$ cat src/rtl/disp_pkg.sv
// disp_pkg: shared constants for the six-digit multiplexed display scanner.
// Holds the seven-segment patterns ({g,f,e,d,c,b,a}, active-high), the digit
// index assignments and the idle value of the active-low digit enables.
package disp_pkg;

    typedef logic [2:0] digit_idx_t;

    // Segment patterns, bit order {g,f,e,d,c,b,a}
    localparam logic [6:0] Seg0     = 7'b0111111;
    localparam logic [6:0] Seg1     = 7'b0000110;
    localparam logic [6:0] Seg2     = 7'b1011011;
    localparam logic [6:0] Seg3     = 7'b1001111;
    localparam logic [6:0] Seg4     = 7'b1100110;
    localparam logic [6:0] Seg5     = 7'b1101101;
    localparam logic [6:0] Seg6     = 7'b1111101;
    localparam logic [6:0] Seg7     = 7'b0000111;
    localparam logic [6:0] Seg8     = 7'b1111111;
    localparam logic [6:0] Seg9     = 7'b1101111;
    localparam logic [6:0] SegDash  = 7'b1000000;
    localparam logic [6:0] SegBlank = 7'b0000000;

    // Scan order: seconds low digit first, hours high digit last
    localparam digit_idx_t IdxSecL  = 3'd0;
    localparam digit_idx_t IdxSecH  = 3'd1;
    localparam digit_idx_t IdxMinL  = 3'd2;
    localparam digit_idx_t IdxMinH  = 3'd3;
    localparam digit_idx_t IdxHourL = 3'd4;
    localparam digit_idx_t IdxHourH = 3'd5;

    // All digit enables off (active-low)
    localparam logic [5:0] AnReset = 6'b111111;

endpackage

$ cat src/rtl/bcd2seg.sv
// bcd2seg: combinational BCD to seven-segment decoder.
// Ports:
//   i_bcd  - 4-bit BCD digit
//   o_seg  - active-high segments {g,f,e,d,c,b,a}; values 10-15 show a dash
module bcd2seg
    import disp_pkg::*;
(
    input  logic [3:0] i_bcd,
    output logic [6:0] o_seg
);

    always_comb begin
        o_seg = SegDash;
        case (i_bcd)
            4'd0:    o_seg = Seg0;
            4'd1:    o_seg = Seg1;
            4'd2:    o_seg = Seg2;
            4'd3:    o_seg = Seg3;
            4'd4:    o_seg = Seg4;
            4'd5:    o_seg = Seg5;
            4'd6:    o_seg = Seg6;
            4'd7:    o_seg = Seg7;
            4'd8:    o_seg = Seg8;
            4'd9:    o_seg = Seg9;
            default: o_seg = SegDash;
        endcase
    end

endmodule

$ cat src/rtl/disp_scan.sv
// disp_scan: six-digit multiplexed seven-segment scanner with per-pair blink.
// A prescaler holds each digit for DIV cycles; the digit index walks 0..5.
// All six BCD inputs are captured together at each 5->0 wrap so a frame never
// mixes old and new digits.
// Ports:
//   CP             - clock, rising edge
//   CR             - synchronous active-high clear, overrides everything
//   EN             - 1 = scan, 0 = blank display and hold all scan state
//   HourH..SecL    - BCD digits from the time counters
//   Blink          - blink mask {hours, minutes, seconds}
//   Seg            - registered active-high segments {g,f,e,d,c,b,a}
//   AN             - registered active-low digit enables, AN[0]=SecL .. AN[5]=HourH
//   Frame          - one-cycle pulse, high in the first cycle the new snapshot is held
module disp_scan
    import disp_pkg::*;
#(
    parameter int unsigned DIV          = 50000,
    parameter int unsigned BLINK_FRAMES = 64
) (
    input  logic       CP,
    input  logic       CR,
    input  logic       EN,
    input  logic [3:0] HourH,
    input  logic [3:0] HourL,
    input  logic [3:0] MinH,
    input  logic [3:0] MinL,
    input  logic [3:0] SecH,
    input  logic [3:0] SecL,
    input  logic [2:0] Blink,
    output logic [6:0] Seg,
    output logic [5:0] AN,
    output logic       Frame
);

    localparam int unsigned PrescW = $clog2(DIV);
    localparam int unsigned BlinkW = (BLINK_FRAMES > 1) ? $clog2(BLINK_FRAMES) : 1;
    localparam logic [PrescW-1:0] PrescMax = PrescW'(DIV - 1);
    localparam logic [BlinkW-1:0] BlinkMax = BlinkW'(BLINK_FRAMES - 1);

    logic [PrescW-1:0] r_presc;
    digit_idx_t        r_idx;
    logic [3:0]        r_snap [6];
    logic [BlinkW-1:0] r_blink_cnt;
    logic              r_blink_phase;
    logic [6:0]        r_seg;
    logic [5:0]        r_an;
    logic              r_frame;

    logic              w_presc_wrap;
    logic              w_frame_wrap;
    logic [3:0]        w_digit;
    logic [6:0]        w_seg;
    logic [5:0]        w_an_sel;
    logic              w_pair_blink;

    // Both wraps are qualified by EN so nothing advances while scanning is held
    assign w_presc_wrap = EN && (r_presc == PrescMax);
    assign w_frame_wrap = w_presc_wrap && (r_idx == IdxHourH);

    // Snapshot mux, digit enable and blink-pair select for the current index
    always_comb begin
        w_digit      = 4'h0;
        w_an_sel     = AnReset;
        w_pair_blink = 1'b0;
        case (r_idx)
            IdxSecL:  begin w_digit = r_snap[0]; w_an_sel = 6'b111110; w_pair_blink = Blink[0]; end
            IdxSecH:  begin w_digit = r_snap[1]; w_an_sel = 6'b111101; w_pair_blink = Blink[0]; end
            IdxMinL:  begin w_digit = r_snap[2]; w_an_sel = 6'b111011; w_pair_blink = Blink[1]; end
            IdxMinH:  begin w_digit = r_snap[3]; w_an_sel = 6'b110111; w_pair_blink = Blink[1]; end
            IdxHourL: begin w_digit = r_snap[4]; w_an_sel = 6'b101111; w_pair_blink = Blink[2]; end
            IdxHourH: begin w_digit = r_snap[5]; w_an_sel = 6'b011111; w_pair_blink = Blink[2]; end
            default:  begin w_digit = 4'h0;      w_an_sel = AnReset;   w_pair_blink = 1'b0;     end
        endcase
    end

    bcd2seg u_bcd2seg (
        .i_bcd (w_digit),
        .o_seg (w_seg)
    );

    always_ff @(posedge CP) begin
        if (CR) begin
            r_presc       <= '0;
            r_idx         <= IdxSecL;
            for (int i = 0; i < 6; i++) begin
                r_snap[i] <= 4'h0;
            end
            r_blink_cnt   <= '0;
            r_blink_phase <= 1'b0;
            r_seg         <= SegBlank;
            r_an          <= AnReset;
            r_frame       <= 1'b0;
        end else if (EN) begin
            r_presc <= w_presc_wrap ? '0 : r_presc + 1'b1;

            if (w_presc_wrap) begin
                r_idx <= (r_idx == IdxHourH) ? IdxSecL : r_idx + 3'd1;
            end

            if (w_frame_wrap) begin
                r_snap[0] <= SecL;
                r_snap[1] <= SecH;
                r_snap[2] <= MinL;
                r_snap[3] <= MinH;
                r_snap[4] <= HourL;
                r_snap[5] <= HourH;
                if (r_blink_cnt == BlinkMax) begin
                    r_blink_cnt   <= '0;
                    r_blink_phase <= ~r_blink_phase;
                end else begin
                    r_blink_cnt <= r_blink_cnt + 1'b1;
                end
            end

            // Outputs follow the index one cycle late; blinking only gates AN
            r_an    <= (r_blink_phase && w_pair_blink) ? AnReset : w_an_sel;
            r_seg   <= w_seg;
            r_frame <= w_frame_wrap;
        end else begin
            r_an    <= AnReset;
            r_seg   <= SegBlank;
            r_frame <= 1'b0;
        end
    end

    assign Seg   = r_seg;
    assign AN    = r_an;
    assign Frame = r_frame;

endmodule

$ cat config.mk
export PLATFORM = sky130hd
export DESIGN_NAME = disp_scan
export DESIGN_NICKNAME = d
export VERILOG_FILES = /design/src/rtl/disp_pkg.sv /design/src/rtl/bcd2seg.sv /design/src/rtl/disp_scan.sv
export SDC_FILE = /design/constraint.sdc
export NUM_CORES = 1
export LEC_CHECK = 0
export ABC_AREA = 1
export CAP_MARGIN = 20
export CORE_ASPECT_RATIO = 0.9
export CORE_MARGIN = 4
export CORE_UTILIZATION = 65
export CTS_CLUSTER_DIAMETER = 150
export CTS_CLUSTER_SIZE = 20
export DETAILED_ROUTE_END_ITERATION = 16
export DONT_BUFFER_PORTS = 1
export MAX_ROUTING_LAYER = met4
export PLACE_DENSITY = 0.81
export SKIP_LAST_GASP = 1
export SYNTH_ARGS = -nofsm -noshare
export SYNTH_HDL_FRONTEND = slang
export SYNTH_SLANG_ARGS = --single-unit
$ cat constraint.sdc
create_clock -name CP -period 5.8 [get_ports CP]
set_clock_uncertainty 0.05 [all_clocks]
set_input_delay 0.29 -clock CP [delete_from_list [all_inputs] [get_ports CP]]
set_output_delay 0.29 -clock CP [all_outputs]
set_load 0.05 [all_outputs]
==> metrics.csv, run 1 <==
metric,value,unit
regArea,1520,sq um
antenna_found_initial,0,
synth_compound_area_share,5.56,%
min_period,2650,ps
worst_path_max_delay_cell,dfxtp_1,
p_total,0.907,mW
drtIter0Drc,175,
holdPathStages,2,
timing.hold.ws,96.9,ps
hpwl,4750,um
cts.clk_slew.worst_paths,70,ps
rsz0062_at_grt,no,
synth_area,3170,sq um
critPathLaunchType,flop,
io_pins,44,
timing.rr.start,r_idx[2]$_SDFFE_PP0P_,
tns,0,ps
ys_seq_area_share,47.9,%
syn-instance-count,409,
grt_remaining_overflow,0,
die_h,74.3,um
maxCapViolations,0,
max_freq,0.378,GHz
clk_latency,340,ps
synthSimpleGateAreaFrac,31.0,%
area_delta_synth_final,8.32,%
post_drt_via_cell_ratio,5.33,
holdCritPathClass,in -> reg,
grtUsageTotal,24.2,%
r2r_slack,3150,ps
vdd.ir_drop.worst,0.208,mV
rows,23,
fill_cells,349,
timing.rr.end,Seg[3]$_SDFF_PP0_,
drt-total-wl,6390,um
synth_adder_area_share,5.13,%
cts_htree_levels,3,
synthMuxAreaShare,0,%
cts.path.max_buffers,2,
ys.flop_type,dfxtp_1,
gp_congestion,0.886,
cp.arrival,2870,ps
cts.sinks,64,
cts_resized,0,
ys_types,34,
dieArea,6060,sq um
slew_headroom,37.6,%
cts_tree,yes,
status,"complete, no violations",
power.leakage,1.53,nW
portBuffers,0,
root_buffer,clkbuf_8,
setup.worst_path.class,reg -> reg,
crit_required,6030,ps
min_from,EN,
yosysWarnings,0,
worst_pin_slew,934,ps
synth_edf_count,24,
num_vias,2573,
end_kind,flop,
multi_input_area,1370,sq um
grt_pass1_vias,2389,
synth-xor-area-share,1.38,%
slowest_delay,710,ps
finalMaxSlewViolations,0,
syn_avg_cell_area,7.76,sq um
path_max_fanout,15,
p_per_area,264,nW/um^2
setup_viol,0,
final_net_count,459,
remaining_drc_errors,0,
dr.pass1.iters,6,
hold_viol_final,0,
syn-num-nets,452,
worstPathCellList,inv_1 > ha_1 > nand2_1 > a21boi_0 > nand2_1 > nand2_1 > inv_1 > ha_1 > nor2_1 > nor2_1 > nor2_1,
ys_ff_latch,64,
core-area,4580,sq um
ant_nets,0,
route.detailed.wl_per_inst,13.2,um
grt_max_degree,26,
min_to,r_presc[2]$_SDFFE_PP0P_,
reg2reg_depth,11,
final_layout_size_suffix_gt1_share,7.60,%
fp.dieW,81.6,um
synth_top_family_by_area,simple AND/OR/NAND/NOR gates,
async_reset_ff_share,0,%
min_period_over_period,45.6,%
initial_core_util,69.3,%
grt_pass1_wl,10800,um
cts_buffers,9,
antennaDiodeCount,0,
[cell type report]
class,count,area share [%]
inverters,66,7.21
repair buffers,2,0.582
flip-flops and latches,64,44.3
well taps,62,2.26
clock buffers,9,3.60
multi-input cells,273,39.8
clock inverters,7,2.29
[how the worst max path moves through the flow]
stage | from | endpoint | depth (start not counted) | slack [ps]
floorplan | r_presc[0]$_SDFFE_PP0P_ | r_snap[0][0]$_SDFFCE_PN0P_ | 8 | 3680
global placement | r_idx[2]$_SDFFE_PP0P_ | Seg[3]$_SDFF_PP0_ | 11 | 3340
detailed placement | r_idx[2]$_SDFFE_PP0P_ | Seg[3]$_SDFF_PP0_ | 11 | 3210
CTS | r_idx[2]$_SDFFE_PP0P_ | Seg[3]$_SDFF_PP0_ | 11 | 3190
global route | r_idx[2]$_SDFFE_PP0P_ | Seg[5]$_SDFF_PP0_ | 13 | 2910
finish | r_idx[2]$_SDFFE_PP0P_ | Seg[3]$_SDFF_PP0_ | 11 | 3150
[metal layers]
metal / vias up / global-route usage, % / wire (um)
met2: 92 / 35.2 / 2770
met4: 0 / 8.30 / 73
met1: 1144 / 33.0 / 3090
li1: 1326 / - / -
met3: 11 / 6.17 / 464
met5: - / - / 0
[Yosys cell counts (3+ instances only)]
library cell  number  area (sq um)
edfxtp_1          24           721
nor2_2             3          18.8
nand3_1           29           145
nand4_1           11          68.8
nand2_1           82           308
ha_1              13           163
xnor2_1            3          26.3
inv_1             63           236
nand2_2            3          18.8
inv_2              3          11.3
a21oi_1           15          75.1
nor3_1            12          60.1
o21ai_0            7          35.0
nor2_1            74           278
dfxtp_1           40           801
[worst max-delay path: cells and delay by family, from the launching register on]
kind / cells / cell delay [ps]
flip-flops: 1 / 710
adder cells (fa/ha/maj): 2 / 640
AND/OR/NAND/NOR: 6 / 630
buffers and inverters: 2 / 370
AO/OA/AOI/OAI: 1 / 180
[metrics by stage]
| stage | cells | setup WS (ps) | cell area (sq um) | util [%] |
|---|---|---|---|---|
| 6_report | 483 | 3150 | 3440 | 75.1 |
| 5_1_grt | 483 | 2910 | 3440 | 75.1 |
| 3_5_place_dp | 465 | 3210 | 3210 | 70.2 |
| 2_1_floorplan | 409 | 3680 | 3170 | - |
| 4_1_cts | 483 | 3190 | 3440 | 75.1 |
| 3_3_place_gp | 465 | 3340 | 3210 | 70.2 |
[state kept, by name, summed over array words and instances (netlist names)]
name / flops
r_idx: 3
r_blink_cnt: 6
AN: 6
r_blink_phase: 1
Frame: 1
r_snap: 24
r_presc: 16
Seg: 7
[repair_timing]
action	in CTS	in global routing
hold endpoints to repair	7	0
hold buffers	2	0
buffers inserted	0	0
[power breakdown]
part	internal [mW]	total, mW	switching [mW]
logic	0.0105	0.0340	0.0235
clock network	0.202	0.380	0.178
registers	0.478	0.493	0.0155
total	0.690	0.907	0.217
[cells by family (layout without fill, tap and decap cells)]
| logic type | Yosys count | in the layout |
|---|---|---|
| and+or+nand+nor | 224 | 224 |
| buffers and inverters | 72 | 84 |
| DFF | 64 | 64 |
| AOI/OAI and AO/OA | 31 | 31 |
| adders and majority gates | 13 | 13 |
| xor gates and xnor gates | 5 | 5 |
[cell usage in the layout, fill, tap and decap left out, types with 7 or more instances in the layout]
cell      count
ha_1         13
dfxtp_1      40
clkbuf_8      9
edfxtp_1     24
nand3_1      29
nand2_1      82
o21ai_0       7
inv_1        63
nor3_1       12
a21oi_1      15
nor2_1       74
nand4_1      11
No activity file was read; power rests on OpenSTA's default activity.
==> inputs of run 2 (changes only) <==
--- a/config.mk
+++ b/config.mk
@@ -5,17 +5,17 @@
 export SDC_FILE = /design/constraint.sdc
 export NUM_CORES = 1
 export LEC_CHECK = 0
-export ABC_AREA = 1
+export ABC_AREA = 0
 export CAP_MARGIN = 20
 export CORE_ASPECT_RATIO = 0.9
 export CORE_MARGIN = 4
-export CORE_UTILIZATION = 65
+export CORE_UTILIZATION = 63
 export CTS_CLUSTER_DIAMETER = 150
 export CTS_CLUSTER_SIZE = 20
 export DETAILED_ROUTE_END_ITERATION = 16
 export DONT_BUFFER_PORTS = 1
 export MAX_ROUTING_LAYER = met4
-export PLACE_DENSITY = 0.81
+export PLACE_DENSITY = 0.79
 export SKIP_LAST_GASP = 1
 export SYNTH_ARGS = -nofsm -noshare
 export SYNTH_HDL_FRONTEND = slang
==> constraint.sdc (replaced) <==
create_clock -name CP -period 2.7 [get_ports CP]
set_clock_uncertainty 0.05 [all_clocks]
set_input_delay 0.135 -clock CP [delete_from_list [all_inputs] [get_ports CP]]
set_output_delay 0.135 -clock CP [all_outputs]
set_load 0.05 [all_outputs]
==> run 2 against run 1 <==
Synthesized cell count fell by 28%. Highest routed layer unchanged. Global-route usage fell by 0.10 points. Sequential cell count did not move. Sequential power rose by 120%. Critical path type unchanged.
==> metrics.csv, run 2 <==
metric,value,unit,change
synthSimpleGateAreaFrac,23.8,%,was 31.0%
crit_required,2920,ps,was 6030 ps
route.detailed.wl_per_inst,15.7,um,was 13.2 um
synth_edf_count,24,,unchanged
final_net_count,374,,was 459
min_period_over_period,91.8,%,was 45.6%
p_per_area,533,nW/um^2,was 264 nW/um^2
remaining_drc_errors,0,,unchanged
holdPathStages,2,,unchanged
synth_top_family_by_area,simple AND/OR/NAND/NOR gates,,unchanged
hold_viol_final,0,,unchanged
drtIter0Drc,141,,was 175
gp_congestion,0.879,,was 0.886
p_seq_share,54.3,%,was 54.4%
synth_top_area_share,25.7,%,was 25.2%
cp-startpoint,r_idx[0]$_SDFFE_PP0P_,,was r_idx[2]$_SDFFE_PP0P_
synth_compound_area_share,13.0,%,was 5.56%
area_delta_synth_final,17.3,%,was 8.32%
post_cts_buffers,0,,unchanged
holdCritPathClass,in -> reg,,unchanged
ys.flop_type,dfxtp_1,,unchanged
min_period,2480,ps,was 2650 ps
rsz0062_at_grt,no,,unchanged
timing.rr.end,Seg[6]$_SDFF_PP0_,,was Seg[3]$_SDFF_PP0_
synth_area,3110,sq um,was 3170 sq um
core-area,4600,sq um,was 4580 sq um
r2r_slack,220,ps,was 3150 ps
post_dp_cell_area,3200,sq um,was 3210 sq um
vdd.ir_drop.worst,0.455,mV,was 0.208 mV
p_comb_share,5.4,%,was 3.7%
yosysMostFrequentCell,dfxtp_1,,was nand2_1
yosysWarnings,0,,unchanged
post_drt_via_cell_ratio,5.55,,was 5.33
synth-xor-area-share,3.94,%,was 1.38%
syn-num-nets,339,,was 452
grt_pass1_wl,10500,um,"was 10,800 um"
grt_pass1_vias,2152,,"was 2,389"
fp.dieW,82.1,um,was 81.6 um
antennaDiodeCount,0,,unchanged
synthTopCellsByArea,"dfxtp_1 (26%), edfxtp_1 (23%), and2_1 (5.2%)",,"was dfxtp_1 (25%), edfxtp_1 (23%), nand2_1 (9.7%)"
die_h,74.7,um,was 74.3 um
grt_remaining_overflow,0,,unchanged
largest_reg_flops,24,,unchanged
p_sw,0.445,mW,was 0.217 mW
cts_htree_levels,3,,unchanged
grtUsageTotal,24.1,%,was 24.2%
cts.sinks,64,,unchanged
ys_seq_area_share,48.9,%,was 47.9%
ys_ff_latch,64,,unchanged
num_vias,2209,,"was 2,573"
dieArea,6130,sq um,was 6060 sq um
grt_max_degree,26,,unchanged
maxCapViolations,0,,unchanged
root_buffer,clkbuf_8,,unchanged
setup.worst_path.class,reg -> reg,,unchanged
synthTopCellsByCount,"dfxtp_1 (40), and2_1 (26), nor2_1 (25), edfxtp_1 (24), nand2_1 (20)",,"was nand2_1 (82), nor2_1 (74), inv_1 (63), dfxtp_1 (40), nand3_1 (29)"
final_common_cell,dfxtp_1,,was nand2_1
fill_cells,293,,was 349
cts_tree,yes,,unchanged
min_to,Frame$_SDFF_PP0_,,was r_presc[2]$_SDFFE_PP0P_
yosys.area.top_type,dfxtp_1,,unchanged
hpwl,3930,um,was 4750 um
rows,23,,unchanged
ys_types,59,,was 34
synthMuxAreaShare,2.37,%,was 0%
tns,0,ps,unchanged
timing.rr.start,r_idx[0]$_SDFFE_PP0P_,,was r_idx[2]$_SDFFE_PP0P_
final_layout_size_suffix_gt1_share,14.6,%,was 7.60%
slew_headroom,59.1,%,was 37.6%
critPathLaunchType,flop,,unchanged
p_int,1.50,mW,was 0.690 mW
reg2reg_depth,11,,unchanged
p_clk_share,40.3,%,was 41.9%
antenna_found_initial,0,,unchanged
min_from,CR,,was EN
worst_pin_slew,598,ps,was 934 ps
cts.clk_slew.worst_paths,70,ps,about the same
clk_latency,340,ps,about the same
syn-instance-count,296,,was 409
max_freq,0.403,GHz,was 0.378 GHz
path_max_fanout,8,,was 15
regArea,1520,sq um,about the same
setup_viol,0,,unchanged
layout.cells.most_common_list,"dfxtp_1 (39), and2_1 (26), dlygate4sd3_1 (26)",,"was nand2_1 (82), nor2_1 (74), inv_1 (63)"
end_kind,flop,,unchanged
design_area,3650,sq um,was 3440 sq um
async_reset_ff_share,0,%,unchanged
drt-total-wl,6230,um,was 6390 um
portBuffers,0,,unchanged
cts.path.max_buffers,2,,unchanged
status,"complete, no violations",,unchanged
dr.pass1.iters,4,,was 6
multi_input_area,1510,sq um,was 1370 sq um
finalMaxSlewViolations,0,,unchanged
synth_adder_area_share,5.23,%,was 5.13%
ant_nets,0,,unchanged
initial_core_util,67.6,%,was 69.3%
io_pins,44,,unchanged
power.leakage,1.36,nW,was 1.53 nW
syn_avg_cell_area,10.5,sq um,was 7.76 sq um
cts_buffers,9,,unchanged
swShare,22.9,%,was 23.9%
cp.arrival,2700,ps,was 2870 ps
regMostFlops,r_snap,,unchanged
## run 2: cell count changes after synthesis, sizes merged, moves of 7 or more
cell / before / now
and2: 1 / 26
and3: 1 / 8
inv: 66 / 10
nand2: 85 / 20
nand3: 31 / 6
nor2: 77 / 27
nor3: 15 / 7
xnor2: 3 / 11
## run 2: cell families (layout without fill, tap and decap cells)
kind of cell               after synthesis  after routing
AOI/OAI and AO/OA                       50             50
xor gates and xnor gates                14             14
adders and majority gates               13             13
buffers and inverters                   20             60
DFF                                     64             64
muxes                                    5              5
and+or+nand+nor                        130            130
## run 2: per-stage QoR
| stage | cells | utilization, % | power, mW | worst slack, ps | hold slack, ps |
|---|---|---|---|---|---|
| 2_1_floorplan | 296 | - | 1.14 | 143 | 283 |
| 3_3_place_gp | 356 | 69.5 | 1.15 | 237 | 156 |
| 3_5_place_dp | 356 | 69.5 | 1.15 | 158 | 158 |
| 4_1_cts | 398 | 79.3 | 1.95 | 132 | 7.26 |
| 5_1_grt | 398 | 79.3 | 2.01 | 49.3 | 39.7 |
| 6_report | 398 | 79.3 | 1.95 | 220 | 28.5 |
## run 2: worst max path at each step
stage / depth (start not counted) / end
detailed placement: 9 / Seg[6]$_SDFF_PP0_
global placement: 9 / Seg[6]$_SDFF_PP0_
global route: 11 / Seg[6]$_SDFF_PP0_
CTS: 9 / Seg[6]$_SDFF_PP0_
finish: 11 / Seg[6]$_SDFF_PP0_
floorplan: 11 / Seg[6]$_SDFF_PP0_
## run 2: layer usage
metal  track usage, %  vias to the layer above  part of all wire, %  wire [um]
met2             37.7                       47                   49       3030
met3             6.82                       11                  4.1        255
met5                -                        -                    0          0
li1                 -                     1124                    -          -
met4             8.30                        0                  1.5         92
met1             30.1                     1027                   46       2850
## run 2: critical path, cell delays in order (launching register included)
cell and delay (ps):
dfxtp_1 390, inv_1 160, nor2_1 70, ha_1 240
and2_1 200, a211oi_2 200, or2_2 190, inv_1 80
ha_1 210, a31o_2 230, a221o_1 260, a21oi_1 140
## run 2: power groups by stage
stage	clock (mW)	combinational, mW	sequential, mW
6_report	0.784	0.105	1.06
3_5_place_dp	0	0.0695	1.08
2_1_floorplan	0	0.0622	1.07
4_1_cts	0.792	0.102	1.06
3_3_place_gp	0	0.0684	1.08
5_1_grt	0.839	0.116	1.06
## run 2: what timing repair did
action                     CTS  global route
setup endpoints to repair    0             2
hold buffers                26             0
hold endpoints to repair    38             0
gates resized for setup      0             1
## run 2: layout make-up
class	count	area share (%)
sequential	64	41.7
multi-input combinational	212	41.2
timing repair buffer	34	8.77
clock buffer	10	3.50
tap	62	2.12
clock inverter	6	1.64
inverter	10	1.03
==> inputs of run 3 (changes only) <==
--- a/config.mk
+++ b/config.mk
@@ -9,13 +9,13 @@
 export CAP_MARGIN = 20
 export CORE_ASPECT_RATIO = 0.9
 export CORE_MARGIN = 4
-export CORE_UTILIZATION = 63
+export CORE_UTILIZATION = 65
 export CTS_CLUSTER_DIAMETER = 150
 export CTS_CLUSTER_SIZE = 20
 export DETAILED_ROUTE_END_ITERATION = 16
 export DONT_BUFFER_PORTS = 1
 export MAX_ROUTING_LAYER = met4
-export PLACE_DENSITY = 0.79
+export PLACE_DENSITY = 0.81
 export SKIP_LAST_GASP = 1
 export SYNTH_ARGS = -nofsm -noshare
 export SYNTH_HDL_FRONTEND = slang
==> constraint.sdc (replaced) <==
create_clock -name CP -period 3.1 [get_ports CP]
set_clock_uncertainty 0.05 [all_clocks]
set_input_delay 0.155 -clock CP [delete_from_list [all_inputs] [get_ports CP]]
set_output_delay 0.155 -clock CP [all_outputs]
set_load 0.05 [all_outputs]
==> run 3 against run 2 <==
Count of clock-buffer cells in the layout decreased by 1. First-iteration DRC count decreased by 5.0%. Sequential cell count unchanged. Maximum frequency decreased by 12%. Core utilization increased by 1.0 points. Combinational power decreased by 13%. Setup slack improved by 47 ps.
==> metrics.csv, run 3 (synthesis results as in run 2) <==
metric,value,unit,change
final_common_cell,dfxtp_1,,unchanged
swShare,21.8,%,was 22.9%
post_drt_via_cell_ratio,5.65,,was 5.55
power.leakage,1.36,nW,about the same
hold_viol_final,0,,unchanged
fp.dieW,80.9,um,was 82.1 um
p_int,1.39,mW,was 1.50 mW
path_max_fanout,15,,was 8
min_period,2830,ps,was 2480 ps
hpwl,3830,um,was 3930 um
root_buffer,clkbuf_8,,unchanged
vdd.ir_drop.worst,0.401,mV,was 0.455 mV
dp_cells,352,,was 356
crit_required,3320,ps,was 2920 ps
portBuffers,0,,unchanged
cts_tree,yes,,unchanged
drtIter0Drc,134,,was 141
gp_congestion,0.847,,was 0.879
clk_latency,340,ps,about the same
grt_max_degree,26,,unchanged
final_net_count,371,,was 374
regMostFlops,r_snap,,unchanged
finalMaxSlewViolations,0,,unchanged
route.detailed.wl_per_inst,15.5,um,was 15.7 um
cts_htree_levels,3,,unchanged
core-area,4550,sq um,was 4600 sq um
tns,0,ps,unchanged
grt_pass1_vias,2264,,"was 2,152"
p_per_area,485,nW/um^2,was 533 nW/um^2
critPathLaunchType,flop,,unchanged
status,"complete, no violations",,unchanged
fin_ws,267,ps,was 220 ps
antenna_found_initial,0,,unchanged
fill_cells,289,,was 293
slew_headroom,59.5,%,was 59.1%
p_seq_share,52.0,%,was 54.3%
cts.path.max_buffers,2,,unchanged
rows,23,,unchanged
end_kind,flop,,unchanged
antennaDiodeCount,0,,unchanged
dieArea,5960,sq um,was 6130 sq um
maxCapViolations,0,,unchanged
io_pins,44,,unchanged
grtUsageTotal,24.1,%,about the same
ant_nets,0,,unchanged
remaining_drc_errors,0,,unchanged
utilization,80.3,%,was 79.3%
die_h,73.7,um,was 74.7 um
setup_viol,0,,unchanged
cp.arrival,3050,ps,was 2700 ps
worst_pin_slew,593,ps,was 598 ps
drt-total-wl,6110,um,was 6230 um
stdcell_count,395,,was 398
p_sw,0.387,mW,was 0.445 mW
largest_reg_flops,24,,unchanged
num_vias,2230,,"was 2,209"
area_delta_synth_final,17.3,%,about the same
cts.sinks,64,,unchanged
grt_pass1_wl,10300,um,"was 10,500 um"
grt_remaining_overflow,0,,unchanged
max_freq,0.353,GHz,was 0.403 GHz
final_layout_size_suffix_gt1_share,13.5,%,was 14.6%
p_comb_share,5.1,%,was 5.4%
pre_cts_slack,345,ps,was 158 ps
r2r_slack,270,ps,was 220 ps
post_cts_buffers,0,,unchanged
min_period_over_period,91.4,%,was 91.8%
rsz0062_at_grt,no,,unchanged
initial_core_util,68.5,%,was 67.6%
p_clk_share,42.9,%,was 40.3%
holdCritPathClass,in -> reg,,unchanged
timing.hold.ws,22.3,ps,was 28.5 ps
setup.worst_path.class,reg -> reg,,unchanged
cts_buffers,9,,unchanged
cts.clk_slew.worst_paths,70,ps,about the same
layout.cells.most_common_list,"dfxtp_1 (40), dlygate4sd3_1 (27), and2_1 (26)",,"was dfxtp_1 (39), and2_1 (26), dlygate4sd3_1 (26)"
dr.pass1.iters,4,,unchanged
-- run 3: cell count changes in the layout (fill, tap and decap cells not counted), sizes merged --
cell | previous run | this run
dlygate4sd3 | 26 | 27
clkbuf | 10 | 9
buf | 8 | 4
bufinv | 1 | 2
-- run 3: stage by stage --
step	cell area, sq um	total power, mW
after global routing	3650	1.84
after floorplan	3110	0.990
final	3650	1.77
after detailed placement	3170	1.00
after global placement	3170	0.999
after CTS	3650	1.78
-- run 3: per-layer routing --
metal	routed length, um	track usage, %	vias up	share of wire, %
met5	0	-	-	0
met4	67	8.82	0	1.1
met1	2720	28.6	1050	45
met3	338	8.46	8	5.5
li1	-	-	1115	-
met2	2980	37.8	57	49
-- run 3: power by group through the flow --
stage                     logic [mW]  registers [mW]  clock network [mW]
after global placement        0.0591           0.940                   0
after CTS                     0.0896           0.921               0.771
after floorplan               0.0542           0.936                   0
final                         0.0910           0.921               0.761
after detailed placement      0.0603           0.940                   0
after global routing           0.100           0.923               0.815
-- run 3: final timing paths --
check / startpoint / to / cells after the start
worst min-delay path: EN / r_presc[2]$_SDFFE_PP0P_ / 3
worst min register to register: r_presc[0]$_SDFFE_PP0P_ / r_presc[0]$_SDFFE_PP0P_ / 2
worst max-delay path: r_idx[1]$_SDFFE_PP0P_ / Seg[4]$_SDFF_PP0_ / 12
worst max register to register: r_idx[1]$_SDFFE_PP0P_ / Seg[4]$_SDFF_PP0_ / 12
-- run 3: final cells by class --
| class | count | area [sq um] | share of cell area [%] |
|---|---|---|---|
| Multi-Input combinational cell | 212 | 1510 | 41.2 |
| Clock buffer | 9 | 124 | 3.39 |
| Inverter | 10 | 37.5 | 1.03 |
| Timing Repair Buffer | 31 | 300 | 8.22 |
| Clock inverter | 7 | 86.3 | 2.36 |
| Sequential cell | 64 | 1520 | 41.7 |
| Tap cell | 62 | 77.6 | 2.12 |
-- run 3: what timing repair did --
item,in CTS,in global routing
hold endpoints to repair,38,0
setup endpoints to repair,0,0
hold buffers,27,0
gates resized for setup,0,0
-- run 3: worst max-delay path: stages, from the launching register on --
cell,delay (ps)
dfxtp_1,620
inv_1,210
nor2_1,160
ha_1,270
and2_1,170
a211oi_2,40
buf_4,170
or2_2,320
inv_1,120
ha_1,150
nor2_1,40
mux2_4,290
o31ai_4,150
